### src/rtl/isp_agc.sv
// rtl/isp_agc.sv - frame-mean auto gain control for the digital-gain stage
// Measures each frame's mean pixel, then nudges a 4.4 gain toward target at the next frame start.
module isp_agc #(
   parameter int BITS   = 8,
   parameter int WIDTH  = 1280,
   parameter int HEIGHT = 960,
   parameter int HYST   = 4,
   parameter int BIG_TH = 32
) (
   input  logic            pclk,
   input  logic            rst_n,
   input  logic            enable,
   input  logic [BITS-1:0] target,
   input  logic [7:0]      manual_gain,
   input  logic            in_href,
   input  logic            in_vsync,
   input  logic [BITS-1:0] in_raw,
   output logic [7:0]      gain,
   output logic            gain_update,
   output logic [BITS-1:0] frame_mean,
   output logic            mean_valid
);

   localparam int NPIX  = WIDTH * HEIGHT;
   localparam int SUM_W = BITS + $clog2(NPIX);
   localparam int CNT_W = $clog2(NPIX + 1);
   localparam int R_W   = CNT_W + 1;
   localparam int DC_W  = $clog2(SUM_W + 1);
   localparam int EW    = BITS + 2;

   localparam logic [CNT_W-1:0] NPIX_C   = CNT_W'(NPIX);
   localparam logic [DC_W-1:0]  DIV_LAST = DC_W'(SUM_W);
   localparam logic [EW-1:0]    HYST_E   = EW'(HYST);
   localparam logic [EW-1:0]    BIG_E    = EW'(BIG_TH);

   typedef enum logic [2:0] {WAIT, ACC, DIV, ADJ, PEND} state_t;

   state_t             state_q, state_d;
   logic               vsync_q, rise, fall;
   logic [SUM_W-1:0]   sum, sum_shl;
   logic [CNT_W-1:0]   count;
   logic [R_W-1:0]     rem, trial, rem_nxt;
   logic               q_bit;
   logic [DC_W-1:0]    div_cnt;
   logic [7:0]         next_gain, adj_gain;
   logic               next_ok;
   logic [EW-1:0]      m_e, t_e;
   logic [9:0]         g_ext;
   logic               clr_acc, acc_en, div_start, div_step, adj_en, commit;

   assign rise = in_vsync & ~vsync_q;
   assign fall = ~in_vsync & vsync_q;

   always_ff @(posedge pclk) begin
      if (!rst_n) state_q <= WAIT;
      else        state_q <= state_d;
   end

   always_comb begin
      state_d   = state_q;
      clr_acc   = 1'b0;
      acc_en    = 1'b0;
      div_start = 1'b0;
      div_step  = 1'b0;
      adj_en    = 1'b0;
      commit    = 1'b0;
      case (state_q)
         WAIT: if (rise) begin
            clr_acc = 1'b1;
            state_d = ACC;
         end
         ACC: begin
            if (fall) begin
               if (count == '0) state_d = WAIT;
               else begin
                  div_start = 1'b1;
                  state_d   = DIV;
               end
            end else if (in_href && count < NPIX_C) acc_en = 1'b1;
         end
         DIV: begin
            if (rise) begin
               clr_acc = 1'b1;
               state_d = ACC;
            end else begin
               div_step = 1'b1;
               if (div_cnt == DIV_LAST) state_d = ADJ;
            end
         end
         ADJ: begin
            clr_acc = rise;
            adj_en  = ~rise;
            state_d = rise ? ACC : PEND;
         end
         PEND: if (rise) begin
            clr_acc = 1'b1;
            commit  = enable & next_ok;
            state_d = ACC;
         end
         default: state_d = WAIT;
      endcase
   end

   // Restoring divide: the quotient bits shift into sum as the dividend shifts out.
   always_comb begin
      trial   = {rem[R_W-2:0], sum[SUM_W-1]};
      q_bit   = rem[R_W-1] | (trial >= {1'b0, count});
      rem_nxt = q_bit ? trial - {1'b0, count} : trial;
      sum_shl = {sum[SUM_W-2:0], q_bit};
   end

   always_comb begin
      m_e   = {2'b00, frame_mean};
      t_e   = {2'b00, target};
      g_ext = {2'b00, gain};
      if (m_e + HYST_E < t_e)
         g_ext = g_ext + ((t_e - m_e > BIG_E) ? 10'd4 : 10'd1);
      else if (m_e > t_e + HYST_E)
         g_ext = g_ext - ((m_e - t_e > BIG_E) ? 10'd4 : 10'd1);
      if (g_ext[9] || g_ext < 10'h010) adj_gain = 8'h10;
      else if (g_ext > 10'h0FF)        adj_gain = 8'hFF;
      else                             adj_gain = g_ext[7:0];
   end

   always_ff @(posedge pclk) begin
      if (!rst_n) begin
         vsync_q     <= 1'b0;
         sum         <= '0;
         count       <= '0;
         rem         <= '0;
         div_cnt     <= '0;
         frame_mean  <= '0;
         mean_valid  <= 1'b0;
         next_gain   <= 8'h10;
         next_ok     <= 1'b0;
         gain        <= 8'h10;
         gain_update <= 1'b0;
      end else begin
         vsync_q    <= in_vsync;
         mean_valid <= 1'b0;
         if (clr_acc) begin
            sum   <= '0;
            count <= '0;
         end else if (acc_en) begin
            sum   <= sum + {{(SUM_W-BITS){1'b0}}, in_raw};
            count <= count + CNT_W'(1);
         end else if (div_step) begin
            // The first DIV cycle only primes the remainder; SUM_W steps follow.
            if (div_cnt == '0) rem <= '0;
            else begin
               sum <= sum_shl;
               rem <= rem_nxt;
               if (div_cnt == DIV_LAST) begin
                  frame_mean <= sum_shl[BITS-1:0];
                  mean_valid <= 1'b1;
               end
            end
            div_cnt <= div_cnt + DC_W'(1);
         end
         if (div_start) div_cnt <= '0;

         if (adj_en) begin
            next_gain <= adj_gain;
            next_ok   <= enable;
         end else if (!enable || commit) next_ok <= 1'b0;

         gain_update <= 1'b0;
         if (!enable) begin
            gain        <= manual_gain;
            gain_update <= (manual_gain != gain);
         end else if (commit) begin
            gain        <= next_gain;
            gain_update <= (next_gain != gain);
         end
      end
   end

endmodule

### config.mk
export PLATFORM = sky130hd
export DESIGN_NAME = isp_agc
export DESIGN_NICKNAME = d
export VERILOG_FILES = /design/src/rtl/isp_agc.sv
export SDC_FILE = /design/constraint.sdc
export NUM_CORES = 1
export LEC_CHECK = 0
export ABC_AREA = 1
export CAP_MARGIN = 5
export CORE_UTILIZATION = 62
export CTS_CLUSTER_SIZE = 12
export DETAILED_ROUTE_END_ITERATION = 8
export PLACE_DENSITY = 0.86
export SYNTH_ARGS = -nofsm -noshare
export SYNTH_HDL_FRONTEND = slang
export SYNTH_SLANG_ARGS = --single-unit
### constraint.sdc
create_clock -name pclk -period 4.9 [get_ports pclk]
set_clock_uncertainty 0.15 [all_clocks]
set_input_delay 0.98 -clock pclk [delete_from_list [all_inputs] [get_ports pclk]]
set_output_delay 0.98 -clock pclk [all_outputs]
set_load 0.01 [all_outputs]
== Yosys cells after proc, flatten, opt, wreduce, memory -nomap -nowiden ==
Index checks and enable logic that the tools add are counted.

* Reduce and logical (&&, ||, !) cells: 18
* Add/subtract/negate cells: 10
* Bitwise gates (word level): 12
* Equal/unequal tests: 12
* Magnitude comparators: 8
* Mux-type cells: 38

{| class="wikitable"
|+ Operator list
! operator !! number
|-
| 29-bit two-way mux || 3
|-
| 22-bit two-way mux || 2
|-
| 8-bit two-way mux || 4
|-
| 29-bit by 8-bit adder with 29-bit output || 1
|-
| 22-bit by 21-bit greater-or-equal comparator with 1-bit output || 1
|-
| 22-bit by 21-bit subtractor with 22-bit output || 1
|-
| 21-bit by 1-bit adder with 21-bit output (second input constant) || 1
|-
| 21-bit zero test || 1
|-
| 21-bit less-than comparator (second input constant) || 1
|-
| 3-bit two-way mux || 7
|-
| 10-bit by 6-bit greater-than comparator with 1-bit output (second input constant) || 2
|-
| 10-bit two-way mux || 2
|-
| 8-bit by 3-bit adder with 9-bit output (second input constant) || 2
|-
| 8-bit by 8-bit subtractor with 9-bit output || 2
|-
| 1-bit two-way mux || 17
|-
| 8-bit != test || 2
|-
| 3-bit one-hot mux with 4 select lines || 1
|-
| 10-bit by 8-bit greater-than comparator with 1-bit output (second input constant) || 1
|-
| 10-bit by 5-bit less-than comparator with 1-bit output (second input constant) || 1
|-
| 8-bit by 3-bit adder with 9-bit output || 1
|-
| 8-bit by 9-bit greater-than comparator with 1-bit output || 1
|-
| 9-bit by 8-bit less-than comparator with 1-bit output || 1
|-
| 8-bit by 3-bit subtractor with 9-bit output || 1
|-
| 1-bit NOT || 8
|-
| 24 further kinds || 34
|}

* Bits in registers: 108
* Word-level logic and storage cells: 110

== Longest topological paths before layout ==
* Word-level depth: 9
* Mapped depth: 28

== Least setup slack after synthesis ==
No wires, ideal clock.

* Path type: in2reg
* Start point: in target[1]
* End point: reg next_gain[4]
* Cell stages on the path: 24
* Setup time: 0.115 ns
* Arrival: 3.908 ns
* Data required time: 4.635 ns
* Buffers on the path: 0
* Setup slack: 0.727 ns
* Path through: inv_1 > ha_1 > inv_1 > nor2_1 > nor2_1 > o21bai_1 > a21oi_1 > o21ai_0 > xor2_1 > a211o_1 > nor2_1 > inv_1 > ha_1 > nand2_1 > a21oi_1 > nand4_1 > nor2_2 > nor2_8 > nand2_2 > nor2_4 > nand2_4 > nand3_1 > nand2_1 > nand2_1

* Longest elaborated chain between the ends: 9
* Elaborated cells on any way between the ends: 18
* Classes of those cells: add/sub: 5; order compare: 6; mux: 6; reduce/logical: 1

{| class="wikitable"
|+ RTL lines
! what !! line !! text
|-
| start: declaration || 13 || <nowiki>input logic [BITS-1:0] target,</nowiki>
|-
| 8-bit by 8-bit subtractor with 9-bit output || 119 || <nowiki>g_ext = g_ext - ((m_e - t_e > BIG_E) ? 10'd4 : 10'd1);</nowiki>
|-
| 10-bit by 6-bit greater-than comparator with 1-bit output || 119 ||
|-
| 3-bit two-way mux || 119 ||
|-
| 8-bit by 3-bit subtractor with 9-bit output || 119 ||
|-
| 10-bit two-way mux || 118 || <nowiki>else if (m_e > t_e + HYST_E)</nowiki>
|-
| 10-bit two-way mux (*) || 116 || <nowiki>if (m_e + HYST_E < t_e)</nowiki>
|-
| 10-bit by 8-bit greater-than comparator with 1-bit output / 10-bit by 5-bit less-than comparator with 1-bit output (equally long branches) || 121, 120 ||
|-
| 8-bit two-way mux / 1-bit logical OR (equally long branches) || 121, 120 ||
|-
| 8-bit two-way mux (*) || 120 || <nowiki>if (g_ext[9] || g_ext < 10'h010) adj_gain = 8'h10;</nowiki>
|-
| end signal: assignment || 163 || <nowiki>next_gain <= adj_gain;</nowiki>
|-
| end: declaration || 45 || <nowiki>logic [7:0] next_gain, adj_gain;</nowiki>
|}

Every way passes the cells marked *; elsewhere a longest branch is shown, timed or not.
A chain may end at the register's enable or synchronous reset.

== Final worst setup path ==
* Start point: in target[1]
* End point: reg next_gain[1]

Same word-level chain as after synthesis.

==> run_results.csv <==
group,metric,value,unit
critical_path,critPathMaxStageDelay,0.48,ns
sta,worst_pin_slew,0.687,ns
critical_path,worst-path-buf-inv,6,
clock_tree,cts_buffer_depth,2,
global_route,grt_pass1_wl,37300,um
critical_path,crit_type,"in2reg",
critical_path,worstSetupEndpointType,"register",
pwr,p_per_area,215,nW/um^2
synth,synth_area_leaders,"dfxtp_1, nand2_1, ha_1",
global_route,grt_max_degree,44,
synth,ys_seq_area_share,24.3,%
drt,wl,22100,um
synth,yosysTopAreaCellShare,24.3,%
synth,synth_top_area_cell,"dfxtp_1",
placed_design,port_buffers,46,
floorplanning,core_area,13900,um^2
placed_design,gp_congestion,0.986,
clock_tree,tritoncts,"done",
drt,vias,8826,
synth,ys.flop_type,"dfxtp_1",
layout,fin_area,9810,um^2
floorplanning,io_pins,47,
floorplanning,die_y,122,um
critical_path,worstPathRequired,5.04,ns
clock_tree,clk_latency,0.37,ns
floorplanning,initial_core_util,63.7,%
layout,drive_above_1_share,7.70,%
sta,finalSetupTns,0,ns
sta,whs,0.334,ns
pwr,p_leak,4.27,nW
pwr,power.total,2.11,mW
drt,route.detailed.drc,0,
synth,syn_nets,1431,
clock_tree,cts_made_buffers,9,
floorplanning,die-area,14800,um^2
min_path,min-delay-path-class,"reg2reg",
clock_tree,cts-resized-gates,0,
placed_design,post-place-ws,-0.145,ns
pwr,switchingPower,0.610,mW
clock_tree,clk_pin_slew_worst_paths,0.07,ns
critical_path,cp_top_family,"compound AO/OA/AOI/OAI gates",
sta,relSlewSlack,54.1,%
floorplanning,die_w,122,um
layout,syn2layout_area_growth,10.5,%
sta,rsz0062_at_grt,"false",
sta,hold_viol,0,
sta,fin_crit,4.52,ns
pwr,power_frac_comb,18.4,%
pwr,switching_share,28.9,%
pwr,internal-power,1.50,mW
drt,dr.pass1.iters,5,
critical_path,path_common_cell,"inv_1",
sta,slew_viol_final,0,
clock_tree,cts_max_level,3,
outcome,status,"completed",
synth,syn_inst,1329,
synth,ys_types,62,
synth,ys_seq_elements,108,
pwr,vdd_ir_drop_max,193,uV
synth,yosysWarnings,0,
clock_tree,post-cts-setup-buffers,0,
critical_path,worst-path-max-fanout,7,
clock_tree,clock-root-buffer,"clkbuf_16",
placed_design,hpwl,16600,um
clock_tree,cts_hold_buf,0,
clock_tree,cts_sinks,108,
synth,async_flop_share,0,%
floorplanning,num_rows,43,
pwr,seqPwrFrac,43.3,%
global_route,antenna_found_initial,0,
layout,nets,1462,
critical_path,cp-start-kind,"input port",
layout,diodes,0,
synth,synth.avg_cell_area,6.68,um^2
global_route,overflow,0,
critical_path,cp_slowest_cell,"clkdlybuf4s50_1",
synth,netlist_area,8880,um^2
critical_path,arrival,4.66,ns
sta,layout_setup_ws,0.383,ns
drt,wl_per_cell,14.3,um
global_route,grt_use_total,31.2,%
pwr,clkPwrFrac,38.3,%
sta,fmax,221,MHz
synth,synth_edf_count,0,
drt,ant_nets,0,
global_route,grt_pass1_vias,8171,
drt,via_per_inst,5.72,
drt,dr.first_iter.drc_count,740,
sta,setup_viol,0,
sta,period_share,92.2,%
job,cap_violations,0,
placed_design,postPlaceCellArea,9470,um^2
[flip-flops by register name (all words and copies together) (netlist names), 3 cells and up]
register,cells
count,21
frame_mean,8
rem,22
state_q,3
gain,8
next_gain,8
sum,29
div_cnt,5
[per-stage QoR]
stage,utilization (%),cells
finish,70.4,1544
global route,70.4,1544
CTS,70.3,1544
detailed placement,67.9,1529
global placement,67.9,1529
floorplan,-,1329
[routing by layer]
metal / GRT usage, % / wire length [um] / vias to the layer above
met1: 40.2 / 9970 / 4039
met4: 11.2 / 449 / 0
met5: 0 / 0 / -
met2: 53.7 / 10600 / 271
li1: - / - / 4486
met3: 3.51 / 1040 / 30
[area by class of cell]
| class | instances | area [um^2] |
|---|---|---|
| multi-input combinational | 1006 | 5880 |
| fill | 1210 | 4120 |
| sequential | 108 | 2160 |
| inverter | 176 | 661 |
| timing repair buffer | 59 | 558 |
| clock buffer | 10 | 239 |
| tap | 180 | 225 |
| clock inverter | 5 | 86.3 |
[worst reg2reg max path: cells and delay by family, from the launching register on]
| family | cells | cell delay, ns |
|---|---|---|
| AOI/OAI and AO/OA | 4 | 0.52 |
| xor gates and xnor gates | 1 | 0.15 |
| adders and majority gates | 3 | 0.84 |
| buffers and inverters | 3 | 0.29 |
| DFF | 1 | 0.47 |
| and+or+nand+nor | 12 | 1.38 |
[final timing paths]
path | startpoint | end | slack (ns) | cells past startpoint
setup reg to reg | frame_mean[2] | next_gain[1] | 1.00 | 23
hold / removal | rem[21] | rem[21] | 0.33 | 2
hold reg to reg | rem[21] | rem[21] | 0.33 | 2
setup / recovery | target[1] | next_gain[1] | 0.38 | 26
[kinds of logic after synthesis]
family          count (synthesis)  share of synthesized area, %
compound gates                286                          18.4
xor+xnor                       61                          6.01
fa+ha+maj                      73                          10.5
buf+inv                       215                          9.68
flops                         108                          24.3
simple gates                  586                          31.1
[power by group through the flow]
stage | clock network, mW | registers (mW) | logic [mW]
4_1_cts | 0.823 | 0.914 | 0.383
3_5_place_dp | 0 | 0.935 | 0.381
3_3_place_gp | 0 | 0.934 | 0.376
2_1_floorplan | 0 | 0.925 | 0.277
6_report | 0.809 | 0.914 | 0.388
5_1_grt | 0.853 | 0.917 | 0.430
[placed cells by master (no fill, tap or decap), drive strengths merged, types with 2 or more instances in the layout]
cell type / n
dfxtp: 108
a31oi: 26
buf: 13
a22oi: 2
o21a: 4
bufinv: 2
nand2: 322
nor3: 23
clkdlybuf4s50: 46
a21oi: 137
a211oi: 4
nor2: 104
nor4: 9
o31ai: 2
fa: 3
nand4: 29
o21ai: 68
xor2: 37
xnor2: 24
a21boi: 2
clkbuf: 10
nand3b: 7
o22ai: 8
or2: 11
ha: 70
inv: 172
clkinv: 7
nand3: 76
o211ai: 24
[synth_stat cells, types with 26 or more instances]
cell,n
inv_1,166
o21ai_0,60
nand2_1,309
a21oi_1,135
nand3_1,69
a31oi_1,26
dfxtp_1,108
nand4_1,27
xor2_1,37
nor2_1,85
ha_1,70
(Power assumes the default switching activity.)
